$ cat src/rtl/tx_sched.sv
// rtl/tx_sched.sv - two-requester word-to-byte scheduler in front of the UART transmitter
// Optional feature: define TX_SCHED_RR_EN for round-robin tie break between requesters.
module tx_sched #(
   parameter int DW  = 32,
   parameter int GAP = 1
) (
   input  logic                      clk_i,
   input  logic                      rst_i,
   input  logic                      smp_stb_i,
   input  logic [DW-1:0]             smp_data_i,
   input  logic [DW/8-1:0]           grp_dis_i,
   output logic                      smp_rdy_o,
   input  logic                      rsp_stb_i,
   input  logic [DW-1:0]             rsp_data_i,
   input  logic [$clog2(DW/8)-1:0]   rsp_len_i,
   output logic                      rsp_rdy_o,
   input  logic                      tx_rdy_i,
   output logic [7:0]                tx_data_o,
   output logic                      tx_stb_o,
   output logic                      busy_o
);

   localparam int NB = DW / 8;
   localparam int IW = $clog2(NB);
   localparam int GW = $clog2(GAP + 1);

   typedef enum logic [1:0] {S_IDLE, S_SEND, S_GAP} state_t;

   state_t        state_q, state_d;
   logic [DW-1:0] sh_q;
   logic [NB-1:0] skip_q, rsp_skip;
   logic [IW-1:0] idx_q, last_q;
   logic [GW-1:0] gap_q;
   logic          grant_rsp, grant_smp;
   logic          accept, advance, is_last, gap_done;

`ifdef TX_SCHED_RR_EN
   logic prefer_rsp_q;

   // Whoever was not served by the latest accept wins the next tie.
   always_ff @(posedge clk_i) begin
      if (rst_i)
         prefer_rsp_q <= 1'b1;
      else if (accept)
         prefer_rsp_q <= grant_smp;
   end

   assign grant_rsp = rsp_stb_i & (~smp_stb_i | prefer_rsp_q);
   assign grant_smp = smp_stb_i & (~rsp_stb_i | ~prefer_rsp_q);
`else
   assign grant_rsp = rsp_stb_i;
   assign grant_smp = smp_stb_i & ~rsp_stb_i;
`endif

   assign is_last   = (idx_q == last_q);
   assign gap_done  = (gap_q == GW'(GAP - 1));
   assign busy_o    = (state_q != S_IDLE);
   assign tx_data_o = (state_q == S_IDLE) ? 8'h00 : sh_q[7:0];

   // Response bytes above the requested length are masked off at accept.
   always_comb begin
      rsp_skip = '0;
      for (int k = 0; k < NB; k++)
         rsp_skip[k] = (k > int'(rsp_len_i));
   end

   always_ff @(posedge clk_i) begin
      if (rst_i)
         state_q <= S_IDLE;
      else
         state_q <= state_d;
   end

   always_comb begin
      state_d   = state_q;
      tx_stb_o  = 1'b0;
      advance   = 1'b0;
      rsp_rdy_o = 1'b0;
      smp_rdy_o = 1'b0;
      case (state_q)
         S_IDLE: begin
            rsp_rdy_o = grant_rsp;
            smp_rdy_o = grant_smp;
            if (grant_rsp | grant_smp)
               state_d = S_SEND;
         end
         S_SEND: begin
            if (skip_q[0]) begin
               advance = 1'b1;
               state_d = is_last ? S_IDLE : S_SEND;
            end else if (tx_rdy_i) begin
               tx_stb_o = 1'b1;
               state_d  = S_GAP;
            end
         end
         S_GAP: begin
            if (gap_done) begin
               advance = 1'b1;
               state_d = is_last ? S_IDLE : S_SEND;
            end
         end
         default: state_d = S_IDLE;
      endcase
   end

   assign accept = rsp_rdy_o | smp_rdy_o;

   // Current byte always sits in the low lane; data and skip mask shift together.
   always_ff @(posedge clk_i) begin
      if (rst_i) begin
         sh_q   <= '0;
         skip_q <= '0;
         idx_q  <= '0;
         last_q <= '0;
         gap_q  <= '0;
      end else begin
         if (accept) begin
            sh_q   <= grant_rsp ? rsp_data_i : smp_data_i;
            skip_q <= grant_rsp ? rsp_skip : grp_dis_i;
            last_q <= grant_rsp ? rsp_len_i : IW'(NB - 1);
            idx_q  <= '0;
         end else if (advance) begin
            sh_q   <= sh_q >> 8;
            skip_q <= skip_q >> 1;
            idx_q  <= idx_q + 1'b1;
         end
         if (state_q == S_GAP && !gap_done)
            gap_q <= gap_q + 1'b1;
         else
            gap_q <= '0;
      end
   end

endmodule

$ cat config.mk
export PLATFORM = sky130hd
export DESIGN_NAME = tx_sched
export DESIGN_NICKNAME = d
export VERILOG_FILES = /design/src/rtl/tx_sched.sv
export SDC_FILE = /design/constraint.sdc
export NUM_CORES = 1
export LEC_CHECK = 0
export CAP_MARGIN = 20
export CORE_AREA = 2 2 81 83
export DETAILED_ROUTE_END_ITERATION = 10
export DIE_AREA = 0 0 83 85
export PLACE_DENSITY = 0.77
export SYNTH_ARGS = -nofsm -noshare
export SYNTH_HDL_FRONTEND = slang
export SYNTH_SLANG_ARGS = --single-unit
export TNS_END_PERCENT = 100
$ cat constraint.sdc
create_clock -name clk_i -period 1.5 [get_ports clk_i]
set_input_delay 0.225 -clock clk_i [delete_from_list [all_inputs] [get_ports clk_i]]
set_output_delay 0.225 -clock clk_i [all_outputs]
set_load 0.05 [all_outputs]
==> Yosys cells after proc, flatten, opt, wreduce, memory -nomap -nowiden <==
Cells that the tools add are included.
{ "classes": {"addsub": 2, "magnitude_cmp": 3, "n_eq_ne": 6, "muxes": 22, "n_bitwise": 5, "reduce_logical": 7} }
{ "op_table": {"columns": ["op", "count"], "rows": [
  ["32-bit two-way mux", 3],
  ["4-bit two-way mux", 3],
  ["2-bit two-way mux", 5],
  ["1-bit two-way mux", 8],
  ["8-bit two-way mux", 1],
  ["2-bit one-hot mux with 3 select lines", 1],
  ["2-bit > comparator, first input constant", 2],
  ["2-bit nonzero test", 2],
  ["2-bit OR reduction", 2],
  ["3-bit inequality test, second input constant", 1],
  ["3-bit AND reduction", 1],
  ["2-bit by 1-bit adder with 2-bit output, second input constant", 1],
  ["2-bit by 1-bit equality test with 1-bit output, second input constant", 1],
  ["2-bit equality test", 1],
  ["2-bit equality test, second input constant", 1],
  ["1-bit by 2-bit > comparator with 1-bit output, first input constant", 1],
  ["2-bit logical NOT", 1],
  ["2-bit by 1-bit inequality test with 1-bit output, second input constant", 1],
  ["2-bit inequality test, second input constant", 1],
  ["1-bit NOT", 2],
  ["1-bit bitwise OR", 2],
  ["1-bit one-hot mux with 2 select lines", 1],
  ["1-bit adder, second input constant", 1],
  ["1-bit AND", 1],
  ["1-bit logical AND", 1]
]} }
{ "word_totals": {"reg_bits": 43, "output_inout_bits": 12, "word_cells": 51} }

==> Longest topological paths before layout <==
{ "depth": {"ltp_word": 5, "mapped_depth": 8, "mapped_depth_nobuf": 6} }

==> Worst setup path before layout <==
No wires, ideal clock.
{ "synth_timing": {"kind": "flip-flop to output port", "from": "reg state_q[0]", "to": "out tx_data_o[0]", "arrival_ns": 1.552, "required_ns": 1.275, "setup_slack_ns": -0.277, "stages_incl_launch_ff": 5, "path_buffers": 1, "cell_sequence": "dfxtp_1 -> inv_1 -> ha_1 -> clkbuf_1 -> nor2b_1"} }
{ "synth_between": {"elab_chain_len": 2} }
{ "synth_rtl": {"columns": ["item", "line_no", "text"], "rows": [
  ["start: declaration", "29", "state_t state_q, state_d;"],
  ["start signal: assignment", "71", "state_q <= state_d;"],
  ["2-bit logical NOT", "58", "assign tx_data_o = (state_q == S_IDLE) ? 8'h00 : sh_q[7:0];"],
  ["8-bit two-way mux", "58", null],
  ["end: declaration", "18", "output logic [7:0] tx_data_o,"]
]} }
Every way passes these cells.

==> Worst setup path after layout <==
{ "layout_timing": {"from": "reg state_q[1]", "to": "reg sh_q[11]"} }
{ "layout_between": {"elab_chain_len": 4} }
{ "layout_rtl": {"columns": ["item", "line_no", "text"], "rows": [
  ["2-bit logical NOT", "80", "case (state_q)"],
  ["1-bit two-way mux", "80", null],
  ["1-bit bitwise OR", "106", "assign accept = rsp_rdy_o | smp_rdy_o;"],
  ["32-bit two-way mux / 2-bit nonzero test (equally long branches)", null, null],
  ["end signal: assignment", "118", "sh_q <= grant_rsp ? rsp_data_i : smp_data_i;"],
  ["end signal: assignment", "123", "sh_q <= sh_q >> 8;"],
  ["end: declaration", "30", "logic [DW-1:0] sh_q;"]
]} }
Parallel ways exist; a longest one is shown, timed or not.
A chain may end at the register's enable or synchronous reset.

==> metrics <==
critical setup path kind=reg2reg; clock sink count=43; Leak=1.58 nW; average footprint of a synthesized cell=approximately 8.1 um2; total CTS buffers=5; data arrival time of the critical path=around 1.8 ns; synthesized net count=373; Min-Delay Path Class=in2reg; maxcap violations=0; total detailed-routing wirelength=a little under 8 mm; top-level I/O count=between 80 and 90; global-route congestion overflow total=0; run status=finished, violations left; Hold WS=0.380 ns; number of fill cells in the layout=439; maximum operating frequency=607 MHz; chip width=83 um; DIE AREA=7060 um2; number of instances in the synthesized netlist=between 200 and 300; antenna-violating nets left=0; peak ir drop on the vdd network=0.000983 V; net count of the finished layout=483; number of endpoints failing setup at the final stage=40; number of synthesized register bits=43; violations in the final reports=negative setup slack; Setup crit start=state_q[1]; mean routed wirelength per cell=16.2 um; drt first-iter violations=113; Tightest Pin Transition=0.505 ns; largest net degree at the start of global routing=45; via/cell ratio=5.35; count of H-tree levels built during CTS=2; ratio of cells with drive above 1 in the final layout=0.342; post-DP HPWL=4.52 mm; source-to-sink clock delay at the later pin of the worst-skew pair=0.29 ns; First-pass DRT Iterations=4; data required time at the worst endpoint=between 1.5 and 2 ns; launch point of the worst hold path=rst_i; global-route wire length before repair=11.2 mm; GRT Util Overall=0.192; via count of the first global-routing pass=2,436; number of antenna violations at the first check in global routing=0; Worst setup EP type=register; number of synthesis warnings=0; root buffer selected by CTS=sky130_fd_sc_hd__clkbuf_8; placeable core region=6200 um2; final count of hold timing violations=0; critical path startpoint category=register; areal power density over the cells=between 1500 and 2000 nW/um2; Worst R2R Start=state_q[1]; number of distinct standard cells referenced by the synthesized netlist=40; unrepaired setup endpoints after global routing=yes; number of diodes added for antenna fixing=0; Layout Skew=roughly 0.0095 ns; GPL Wtd Cong=0.751; clock period minus worst slack=1.65 ns; Initial Util=0.385; sequential area share after synthesis=0.360; Total Power Consumption=0.00684 W; DRC violations left=0; CTS tree=yes; Die Y=85 um; final critical-path setup slack=-0.146 ns; setup total negative slack=-2.33 ns; Via Count=about 2,600; cell row count=29; clock-pin slew reported for the worst setup and hold paths after clock tree synthesis=0.08 ns; number of buffers between clock root and the deepest sink=2; CTS Hold Buffers Added=0; largest driver fanout on the critical path=6; max-slew headroom at the worst pin=0.663; total count of max-transition violations in the final report=0; Netlist Area Pre-Place=2390 um2; ratio of final minimum period to clock period=1.10; layout overhead on the synthesized area=80.8%; Port Buffer Count=86
-- sequential cells by signal, indices dropped and copies added (netlist names) --
| signal | count |
|---|---|
| state_q | 2 |
| last_q | 2 |
| gap_q | 1 |
| skip_q | 4 |
| idx_q | 2 |
| sh_q | 32 |
-- final cells by class --
type                            count  area, um2  area share
Clock buffer                        6       82.6      0.0191
Clock inverter                      1       5.00     0.00116
Inverter                            6       27.5     0.00637
Multi-Input combinational cell    219       1720       0.398
Sequential cell                    43        866       0.201
Tap cell                           77       96.3      0.0223
Timing Repair Buffer              129       1520       0.353
-- cell usage after synthesis --
master | count | area, um2
sky130_fd_sc_hd__nor3_1 | 5 | 25.0
sky130_fd_sc_hd__or3_1 | 1 | 6.26
sky130_fd_sc_hd__a21oi_1 | 4 | 20.0
sky130_fd_sc_hd__ha_1 | 4 | 50.1
sky130_fd_sc_hd__a31oi_1 | 9 | 56.3
sky130_fd_sc_hd__nand3b_1 | 1 | 7.51
sky130_fd_sc_hd__nor2b_4 | 1 | 13.8
sky130_fd_sc_hd__o211ai_1 | 2 | 15.0
sky130_fd_sc_hd__nand4b_1 | 1 | 8.76
sky130_fd_sc_hd__nor3b_1 | 1 | 7.51
sky130_fd_sc_hd__o221ai_1 | 1 | 8.76
sky130_fd_sc_hd__buf_2 | 9 | 45.0
sky130_fd_sc_hd__a311oi_1 | 24 | 210
sky130_fd_sc_hd__nand2b_1 | 2 | 12.5
sky130_fd_sc_hd__a2bb2oi_1 | 1 | 8.76
sky130_fd_sc_hd__o31ai_1 | 1 | 7.51
sky130_fd_sc_hd__buf_4 | 3 | 22.5
sky130_fd_sc_hd__dfxtp_1 | 43 | 861
sky130_fd_sc_hd__conb_1 | 1 | 3.75
sky130_fd_sc_hd__o41ai_1 | 1 | 8.76
sky130_fd_sc_hd__nand2_1 | 54 | 203
sky130_fd_sc_hd__o21ai_1 | 1 | 5.00
sky130_fd_sc_hd__mux2i_1 | 8 | 80.1
sky130_fd_sc_hd__clkbuf_2 | 1 | 5.00
sky130_fd_sc_hd__o21ai_4 | 1 | 16.3
sky130_fd_sc_hd__xnor2_1 | 3 | 26.3
sky130_fd_sc_hd__buf_6 | 1 | 11.3
sky130_fd_sc_hd__inv_1 | 6 | 22.5
sky130_fd_sc_hd__clkbuf_1 | 9 | 33.8
sky130_fd_sc_hd__o21a_1 | 1 | 7.51
sky130_fd_sc_hd__nor2b_1 | 32 | 200
sky130_fd_sc_hd__a21o_1 | 1 | 7.51
sky130_fd_sc_hd__buf_1 | 1 | 3.75
sky130_fd_sc_hd__nor2_1 | 26 | 97.6
sky130_fd_sc_hd__buf_12 | 2 | 40.0
sky130_fd_sc_hd__and2_4 | 1 | 8.76
sky130_fd_sc_hd__a211oi_1 | 25 | 188
sky130_fd_sc_hd__xor2_1 | 1 | 8.76
sky130_fd_sc_hd__nand3_1 | 2 | 10.0
sky130_fd_sc_hd__o21ai_0 | 3 | 15.0
-- timing repair --
item                                    CTS  global route
setup buffers                             9             5
gates cloned                              3             6
endpoints found under the setup margin   42            52
resized for setup                        46            56
pin swaps                                33            29
-- metal layers --
layer | wire [um] | vias up | track usage
li1 | - | 1274 | -
met1 | 3180 | 1188 | 0.244
met2 | 4010 | 95 | 0.318
met3 | 385 | 18 | 0.0438
met4 | 227 | 0 | 0.0715
met5 | 0 | - | 0
-- path summary, 6_finish.rpt --
kind,end,depth (start not counted),slack (ns)
hold / removal,sh_q[27],2,0.38
hold reg to reg,skip_q[1],2,0.47
setup reg to reg,sh_q[11],8,-0.15
setup / recovery,sh_q[11],8,-0.15
-- through the flow --
| stage | instances | utilization | setup slack [ns] | instance area (um2) |
|---|---|---|---|---|
| 2_1_floorplan | 294 | - | 0.00582 | 2450 |
| 3_3_place_gp | 452 | 0.576 | -0.115 | 3570 |
| 3_5_place_dp | 452 | 0.576 | -0.165 | 3570 |
| 4_1_cts | 471 | 0.641 | -0.0641 | 3980 |
| 5_1_grt | 481 | 0.696 | -0.198 | 4320 |
| 6_report | 481 | 0.696 | -0.146 | 4320 |
-- critical path, cell delays in order, from the launching register on --
cell	delay, ns
sky130_fd_sc_hd__dfxtp_2	0.36
sky130_fd_sc_hd__inv_4	0.05
sky130_fd_sc_hd__ha_4	0.15
sky130_fd_sc_hd__and2_4	0.17
sky130_fd_sc_hd__o21ai_4	0.19
sky130_fd_sc_hd__buf_6	0.15
sky130_fd_sc_hd__buf_12	0.13
sky130_fd_sc_hd__nand2_2	0.04
sky130_fd_sc_hd__a311oi_1	0.29
-- cells by family after synthesis --
logic type,count (synthesis),synth area share
compound gates,75,0.240
xor+xnor,4,0.0147
buf+inv,32,0.0770
mux,8,0.0335
other cells,1,0.00157
simple gates,127,0.251
flops,43,0.360
fa+ha+maj,4,0.0210
-- layout by cell type, fill, tap and decap left out, drive strengths merged --
master and count:
nand2 54, ha 4, a31oi 9, or3 1, and2 1, clkdlybuf4s50 72
inv 6, mux2i 8, nand4b 1, o31ai 1, xor2 1, nand3 2
buf 55, clkinv 1, dfxtp 43, a2bb2oi 1, nor3b 1, clkbuf 8
nor2 26, a311oi 24, o41ai 1, a21o 1, xnor2 3, nor2b 33
o221ai 1, a21oi 4, nand3b 1, nand2b 2, o211ai 2, o21a 1
a211oi 25, conb 1, o21ai 5, nor3 5
-- power by group --
group | switching [W] | leakage (nW) | internal [W] | total [W]
clock network | 0.000381 | 0.0470 | 0.000361 | 0.000742
registers | 0.000294 | 0.357 | 0.00151 | 0.00180
logic | 0.00205 | 1.18 | 0.00225 | 0.00430
total | 0.00272 | 1.58 | 0.00412 | 0.00684
(Power assumes the default switching activity.)
